File: src/rtl/ram_adapter_pkg.sv
// Shared types and constants for the 32-bit word to 8-bit byte RAM adapter.
package ram_adapter_pkg;

   typedef enum logic [2:0] {
      IDLE,
      WR,
      RD,
      RD_LAST,
      RD_DONE
   } state_t;

   localparam int unsigned BYTES_PER_WORD = 4;
   localparam int unsigned WORD_W         = 32;
   localparam int unsigned BYTE_W         = 8;

endpackage

File: src/rtl/ram_word_adapter.sv
// Serialises 32-bit word writes/reads onto a byte-wide RAM, four byte cycles per word,
// little-endian byte order.
module ram_word_adapter
   import ram_adapter_pkg::*;
#(
   parameter int unsigned ADDR_W = 12
) (
   input  logic              clk,
   input  logic              rst,
   input  logic              i_req,
   input  logic              i_we,
   input  logic [ADDR_W-1:0] i_addr,
   input  logic [3:0]        i_be,
   input  logic [31:0]       i_wdata,
   output logic              o_gnt,
   output logic              o_busy,
   output logic              o_rvalid,
   output logic [31:0]       o_rdata,
   output logic              o_ram_we,
   output logic [ADDR_W-1:0] o_ram_waddr,
   output logic [ADDR_W-1:0] o_ram_raddr,
   output logic [7:0]        o_ram_wdata,
   input  logic [7:0]        i_ram_rdata
);

   localparam int unsigned WIDX_W = ADDR_W - 2;

   state_t            state;
   logic [1:0]        cnt;
   logic [1:0]        cnt_nxt;
   logic [1:0]        cnt_prv;
   logic [WIDX_W-1:0] word_q;
   logic [3:0]        be_q;
   logic [31:0]       wdata_q;
   logic              unused_addr_lsbs;

   assign unused_addr_lsbs = ^i_addr[1:0];

   assign o_gnt   = (state == IDLE) && i_req && !rst;
   assign o_busy  = (state != IDLE);
   assign cnt_nxt = cnt + 2'd1;
   assign cnt_prv = cnt - 2'd1;

   // RAM-side outputs are registered one step ahead so they line up with state/cnt;
   // read bytes arrive one cycle behind the address, hence the cnt_prv capture slot.
   always_ff @(posedge clk) begin
      if (rst) begin
         state       <= IDLE;
         cnt         <= '0;
         word_q      <= '0;
         be_q        <= '0;
         wdata_q     <= '0;
         o_rvalid    <= 1'b0;
         o_rdata     <= '0;
         o_ram_we    <= 1'b0;
         o_ram_waddr <= '0;
         o_ram_raddr <= '0;
         o_ram_wdata <= '0;
      end else begin
         o_rvalid <= 1'b0;
         o_ram_we <= 1'b0;
         unique case (state)
            IDLE: begin
               if (i_req) begin
                  word_q  <= i_addr[ADDR_W-1:2];
                  be_q    <= i_be;
                  wdata_q <= i_wdata;
                  cnt     <= '0;
                  if (i_we) begin
                     state       <= WR;
                     o_ram_we    <= i_be[0];
                     o_ram_waddr <= {i_addr[ADDR_W-1:2], 2'b00};
                     o_ram_wdata <= i_wdata[BYTE_W-1:0];
                  end else begin
                     state       <= RD;
                     o_ram_raddr <= {i_addr[ADDR_W-1:2], 2'b00};
                  end
               end
            end
            WR: begin
               if (cnt == 2'd3) begin
                  state <= IDLE;
                  cnt   <= '0;
               end else begin
                  cnt         <= cnt_nxt;
                  o_ram_we    <= be_q[cnt_nxt];
                  o_ram_waddr <= {word_q, cnt_nxt};
                  o_ram_wdata <= wdata_q[{cnt_nxt, 3'b000} +: BYTE_W];
               end
            end
            RD: begin
               if (cnt != 2'd0) begin
                  o_rdata[{cnt_prv, 3'b000} +: BYTE_W] <= i_ram_rdata;
               end
               if (cnt == 2'd3) begin
                  state <= RD_LAST;
               end else begin
                  cnt         <= cnt_nxt;
                  o_ram_raddr <= {word_q, cnt_nxt};
               end
            end
            RD_LAST: begin
               o_rdata[WORD_W-1 -: BYTE_W] <= i_ram_rdata;
               o_rvalid <= 1'b1;
               cnt      <= '0;
               state    <= RD_DONE;
            end
            RD_DONE: begin
               state <= IDLE;
            end
            default: begin
               state <= IDLE;
            end
         endcase
      end
   end

endmodule

File: config.mk
export PLATFORM = sky130hd
export DESIGN_NAME = ram_word_adapter
export DESIGN_NICKNAME = d
export VERILOG_FILES = /design/src/rtl/ram_adapter_pkg.sv /design/src/rtl/ram_word_adapter.sv
export SDC_FILE = /design/constraint.sdc
export NUM_CORES = 1
export LEC_CHECK = 0
export BUFFER_PORTS_ARGS = -buffer_cell sky130_fd_sc_hd__buf_2
export CELL_PAD_IN_SITES_DETAIL_PLACEMENT = 0
export CELL_PAD_IN_SITES_GLOBAL_PLACEMENT = 2
export CORE_MARGIN = 2
export CORE_UTILIZATION = 27
export CTS_CLUSTER_SIZE = 30
export DETAILED_ROUTE_END_ITERATION = 8
export PLACE_DENSITY_LB_ADDON = 0.1
export SYNTH_ARGS = -nofsm -noshare
export SYNTH_HDL_FRONTEND = slang
export SYNTH_SLANG_ARGS = --single-unit
File: constraint.sdc
create_clock -name clk -period 2 [get_ports clk]
set_input_delay 0.4 -clock clk [delete_from_list [all_inputs] [get_ports clk]]
set_output_delay 0.4 -clock clk [all_outputs]
set_load 0.03 [all_outputs]
==> metrics, run 1 <==
outcome=complete, no violations; Ports=about 130; worst path arrival time=about 1.5 ns; core region area=roughly 18000 um2; Fin. Hold Viols=0; largest net degree at the start of global routing=53; vias per cell=~4.7; CTS buffer count=17; antenna diode count=0; Worst Hold Class=primary input to flip-flop; Rows=49; Area Growth Syn to Fin=35.10%; Pwr Density=approximately 1100 nW/um2; # hold bufs at CTS=0; hold_ws=roughly 0.21 ns; number of max-cap violations=0; DIE AREA=around 19000 um2; critical path class=flip-flop to primary output; TritonCTS clock tree=yes; number of synthesized flops with an enable pin=0; layout cells sized above 1=a little under a third; Layout Skew=about 0.0062 ns; #FFs+latches synth=between 100 and 150; DRC errors left=0; Final TNS setup=0 ns; Port Buffers=125; CP required=1.60 ns; GPL Wtd Cong=0.7297; Initial DRC Count=180; DRT antenna net count=0; worst slew pin tran=~0.52 ns; GRT Total Usage=15.73%; first-pass GRT wire length=roughly 24000 um; RSZ-0062 raised after global routing=no; die height=approximately 140 um; grt total ovfl=0; final worst-path cycle share=roughly 94%; critical-path maximum fanout=10; Peak Freq=about 0.53 GHz; chip width=around 140 um; VDD IR-drop max=~600 uV; vias=4404; Synth Cell Area=a little under 5000 um2; vias in the first global route=approximately 4300; CTS H-Tree Depth=4; post-synthesis sequential area ratio=48.10%; clk root buf=clkbuf_16; Cells after Synth=around 570; clock sink count=117; Pre-antenna DRT Iters=4; initial antenna violation count=1; Worst slew margin=about two thirds; Nets=762; Critical Path Source Type=flip-flop; Final Critical Period=roughly 1.9 ns; share of flip-flops with an asynchronous set or reset=0%; Yosys Warn Count=0; Setup Buffers After CTS=0; Leak Pwr=2.701 nW; latest clock arrival within the worst-skew pair=about 0.42 ns; drt wl/cell=approximately 16 um; Worst-path clk slew=approximately 0.060 ns; Starting Density=between 20% and 30%; CP Capture Type=primary output; final WL=14740 um; Yosys cell types=36; Mapped Nets=638; Top FF cell, synth=dfxtp_1; post-DP HPWL=about 10000 um; # setup viols final=0; Pins Over Slew Limit=0; Clock Path Buffers=2; mean post-synth cell area=approximately 8.5 um2
[sequential cells by signal, indices dropped and copies added (netlist names)]
signal / flops
be_q: 4
o_ram_waddr: 12
o_ram_we: 1
o_rvalid: 1
cnt: 2
word_q: 10
state: 3
wdata_q: 32
o_rdata: 32
o_ram_raddr: 12
o_ram_wdata: 8
[worst max-delay path: stages (launching register included)]
cell	delay, ns
dfxtp_1	0.42
nor3_4	0.26
nand2_2	0.08
nor2_1	0.08
buf_2	0.21
[cell usage in the layout (no fill, tap or decap), drive strengths merged, types with 6 or more instances in the layout]
| master | n |
|---|---|
| nand2 | 157 |
| nor2 | 45 |
| mux4 | 9 |
| a211oi | 14 |
| clkbuf | 20 |
| bufinv | 6 |
| a21oi | 75 |
| mux2i | 11 |
| ha | 7 |
| nand2b | 6 |
| a22oi | 8 |
| dfxtp | 117 |
| nand3 | 27 |
| buf | 151 |
| a311oi | 18 |
[logic make-up after synthesis]
family | synth area share [%]
AO/OA/AOI/OAI | 16.26
buffers and inverters | 4.805
multiplexers | 6.655
flip-flops | 48.10
AND/OR/NAND/NOR | 22.38
adder cells (fa/ha/maj) | 1.798
[area by class of cell]
class	count	area, um2
Fill cell	1868	11260
Sequential cell	117	2344
Multi-Input combinational cell	403	2341
Timing Repair Buffer	151	898.4
Clock buffer	20	466.7
Tap cell	229	286.5
Clock inverter	12	224.0
Inverter	5	18.77
[metal layers]
metal  vias up  GRT usage, %  wire (um)  part of all wire, %
li1       2200             -          -                    -
met1      2077         20.97       7092                   48
met2       101         24.05       6661                   45
met3        24         4.087        658                  4.5
met4         2         6.982        310                  2.1
met5         -             0         13                0.088
[synthesized netlist by cell type (5+ instances only)]
library cell,count,area share [%]
mux4_2,9,4.2
dfxtp_1,117,48
a211oi_2,8,2.1
nor2_1,45,3.5
inv_1,5,0.39
a21oi_1,75,7.7
a211oi_1,5,0.77
nand3_1,27,2.8
clkbuf_1,25,1.9
mux2i_1,11,2.3
a22oi_1,8,1.2
nand2_1,157,12
ha_1,7,1.8
buf_2,16,1.6
a311oi_1,18,3.2
nand2b_1,6,0.77
[worst paths after layout]
kind / from / endpoint / slack (ns) / depth (start not counted)
min: i_wdata[20] / wdata_q[20] / 0.21 / 3
max: state[0] / o_gnt / 0.13 / 4
max reg2reg: cnt[1] / o_ram_wdata[0] / 0.18 / 6
min reg2reg: o_rdata[0] / o_rdata[0] / 0.45 / 2
[power breakdown]
part / switching (mW) / internal (mW) / leakage [nW]
sequential: 0.0942 / 2.49 / 0.957
clock: 1.11 / 2.44 / 0.336
combinational: 0.702 / 0.421 / 1.41
[timing repair]
action,in CTS,in global routing
pin swaps,0,1
resized for setup,1,7
setup endpoints to repair,1,25
endpoints found under the hold margin,0,0
[metrics by stage]
step                      utilization, %  cells  setup slack, ns  power (mW)  cell area (um2)
after global routing               36.88    937         0.004038       7.572             6579
final                              36.88    937           0.1284       7.252             6579
after CTS                          36.78    937         0.006278       7.357             6561
after floorplan                        -    571        -0.002767       3.352             4886
after detailed placement           32.88    905          0.01621       3.766             5866
after global placement             32.88    905          0.07220       3.750             5866
No activity file was read; power rests on OpenSTA's default activity.
==> run 2: changes to the inputs <==
- BUFFER_PORTS_ARGS: -buffer_cell sky130_fd_sc_hd__buf_2 -> default
- CORE_UTILIZATION: 27 -> 33
- DONT_BUFFER_PORTS: default -> 1
==> metrics, run 2 (synthesized netlist as in run 1, its figures left out) <==
chip width=125.5 um (was 138.3 um); drt wl/cell=17.10 um (was 15.73 um); GRT Total Usage=17.07% (was 15.73%); Fill cells=1494 (was 1868); layout cells sized above 1=13.32% (was 30.51%); DRC errors left=0 (unchanged); buffers and inverters on the worst path=3 (was 1); Peak Freq=0.5187 GHz (was 0.5343 GHz); antenna diode count=0 (unchanged); Area Growth Syn to Fin=17.47% (was 35.10%); critical-path maximum fanout=8 (was 10); Layout Skew=0.01158 ns (was 0.006231 ns); CTS H-Tree Depth=4 (unchanged); number of max-cap violations=0 (unchanged); CP max stage delay=0.38 ns (was 0.42 ns); Port Buffers=0 (was 125); # setup viols final=0 (unchanged); RSZ-0062 raised after global routing=yes (was no); worst path arrival time=2.27 ns (was 1.47 ns); Nets=633 (was 762); Critical Path Source Type=flip-flop (unchanged); first-pass GRT wire length=20960 um (was 23630 um); Worst slew margin=66.42% (was 64.85%); CP Capture Type=flip-flop (was primary output); Initial DRC Count=227 (was 180); GPL Wtd Cong=0.7538 (was 0.7297); die height=125.5 um (was 138.3 um); Rows=44 (was 49); critical path depth=8 (was 4); # hold bufs at CTS=0 (unchanged); reg2reg path depth=8 (was 6); Final Critical Period=1.928 ns (was 1.872 ns); latest clock arrival within the worst-skew pair=0.42 ns (about the same); largest net degree at the start of global routing=119 (was 53); post-DP HPWL=8491 um (was 10050 um); worst slew pin tran=0.5009 ns (was 0.5244 ns); Worst-path clk slew=0.05 ns (was 0.06 ns); initial antenna violation count=0 (was 1); Starting Density=33.63% (was 27.30%); hold path depth=1 (was 3); grt total ovfl=0 (unchanged); vias per cell=5.070 (was 4.700); critical path class=flip-flop to flip-flop (was flip-flop to primary output); Cell Chain, Critical Path=inv_1 -> buf_4 -> ha_1 -> nor4b_2 -> buf_4 -> and2_0 -> nand3_1 -> a21oi_1 (was nor3_4 -> nand2_2 -> nor2_1 -> buf_2); Worst Hold Class=primary input to flip-flop (unchanged); VDD IR-drop max=574.4 uV (was 597.1 uV); final worst-path cycle share=96.40% (was 93.58%); Ports=128 (unchanged); vias in the first global route=3777 (was 4315); top flop regs=o_rdata x32, wdata_q x32 (unchanged); CP most frequent cell=buf_4; vias=3863 (was 4404); Pre-antenna DRT Iters=4 (unchanged); Setup Buffers After CTS=0 (unchanged); # resized after CTS=1 (unchanged); DRT antenna net count=0 (unchanged); clock sink count=117 (unchanged); post-place setup slack=0.09585 ns (was 0.01621 ns); Fin. Hold Viols=0 (unchanged); outcome=complete, no violations (unchanged); leading cell type in the layout, fill and taps excluded=nand2_1 (unchanged); most frequent cells in the layout=156 x nand2_1, 116 x dfxtp_1, 75 x a21oi_1, 45 x nor2_1, 27 x nand3_1 (was 156 x nand2_1, 124 x buf_2, 116 x dfxtp_1, 75 x a21oi_1, 45 x nor2_1); DIE AREA=15740 um2 (was 19130 um2); CTS buffer count=17 (unchanged); Pwr Density=1130 nW/um2 (was 1102 nW/um2); Crit-path slowest cell=dfxtp_1 (unchanged); Top Family by Delay on Critical Path=simple AND/OR/NAND/NOR gates (unchanged); final WL=13030 um (was 14740 um); Clock Path Buffers=2 (unchanged); Leak Pwr=2.034 nW (was 2.701 nW); clk root buf=clkbuf_16 (unchanged); Pins Over Slew Limit=0 (unchanged); Final TNS setup=0 ns (unchanged); CP required=2.34 ns (was 1.60 ns); final setup margin=0.07205 ns (was 0.1284 ns); TritonCTS clock tree=yes (unchanged); core region area=14480 um2 (was 17840 um2)
## run 2: cell types whose count changed in the layout (fill, tap and decap cells not counted), moves of 3 or more
| cell | delta |
|---|---|
| buf_2 | -124 |
| and2_2 | -3 |
| bufinv_16 | -4 |
| buf_4 | -3 |
| clkinv_4 | -3 |
| clkbuf_1 | +6 |
## run 2: final timing paths
path,from,endpoint,slack (ns)
hold reg to reg,wdata_q[23],wdata_q[23],0.45
setup / recovery,cnt[1],o_rdata[20],0.07
setup reg to reg,cnt[1],o_rdata[20],0.07
hold / removal,rst,o_ram_raddr[7],0.05
## run 2: cell type report
type                    count  area (um2)  area share (%)
repair buffers             22       215.2           3.762
flip-flops and latches    117        2344           40.97
inverters                   5       18.77          0.3281
multi-input cells         403        2331           40.75
clock buffers              28       516.7           9.033
well taps                 184       230.2           4.024
clock inverters             3       65.06           1.137
## run 2: per-stage QoR
stage	utilization (%)	hold WS (ns)	cell area, um2	power, mW	cells
global route	39.51	0.03026	5720	6.775	762
floorplan	-	0.4331	4886	3.352	571
detailed placement	35.40	0.4395	5126	3.542	731
global placement	35.40	0.4362	5126	3.531	731
CTS	39.46	0.03098	5713	6.576	762
finish	39.51	0.05334	5720	6.465	762
## run 2: layer usage
metal	GRT usage, %	part of all wire (%)	up-vias
met5	0	0	-
li1	-	-	1945
met2	26.87	47	98
met3	6.761	7.6	12
met4	6.863	1.6	0
met1	20.93	44	1808
## run 2: report_power, final
group / internal [mW] / total, mW / leakage, nW / switching (mW)
Clock: 1.99 / 2.99 / 0.285 / 0.999
Combinational: 0.311 / 0.717 / 0.793 / 0.406
Sequential: 2.49 / 2.76 / 0.956 / 0.267
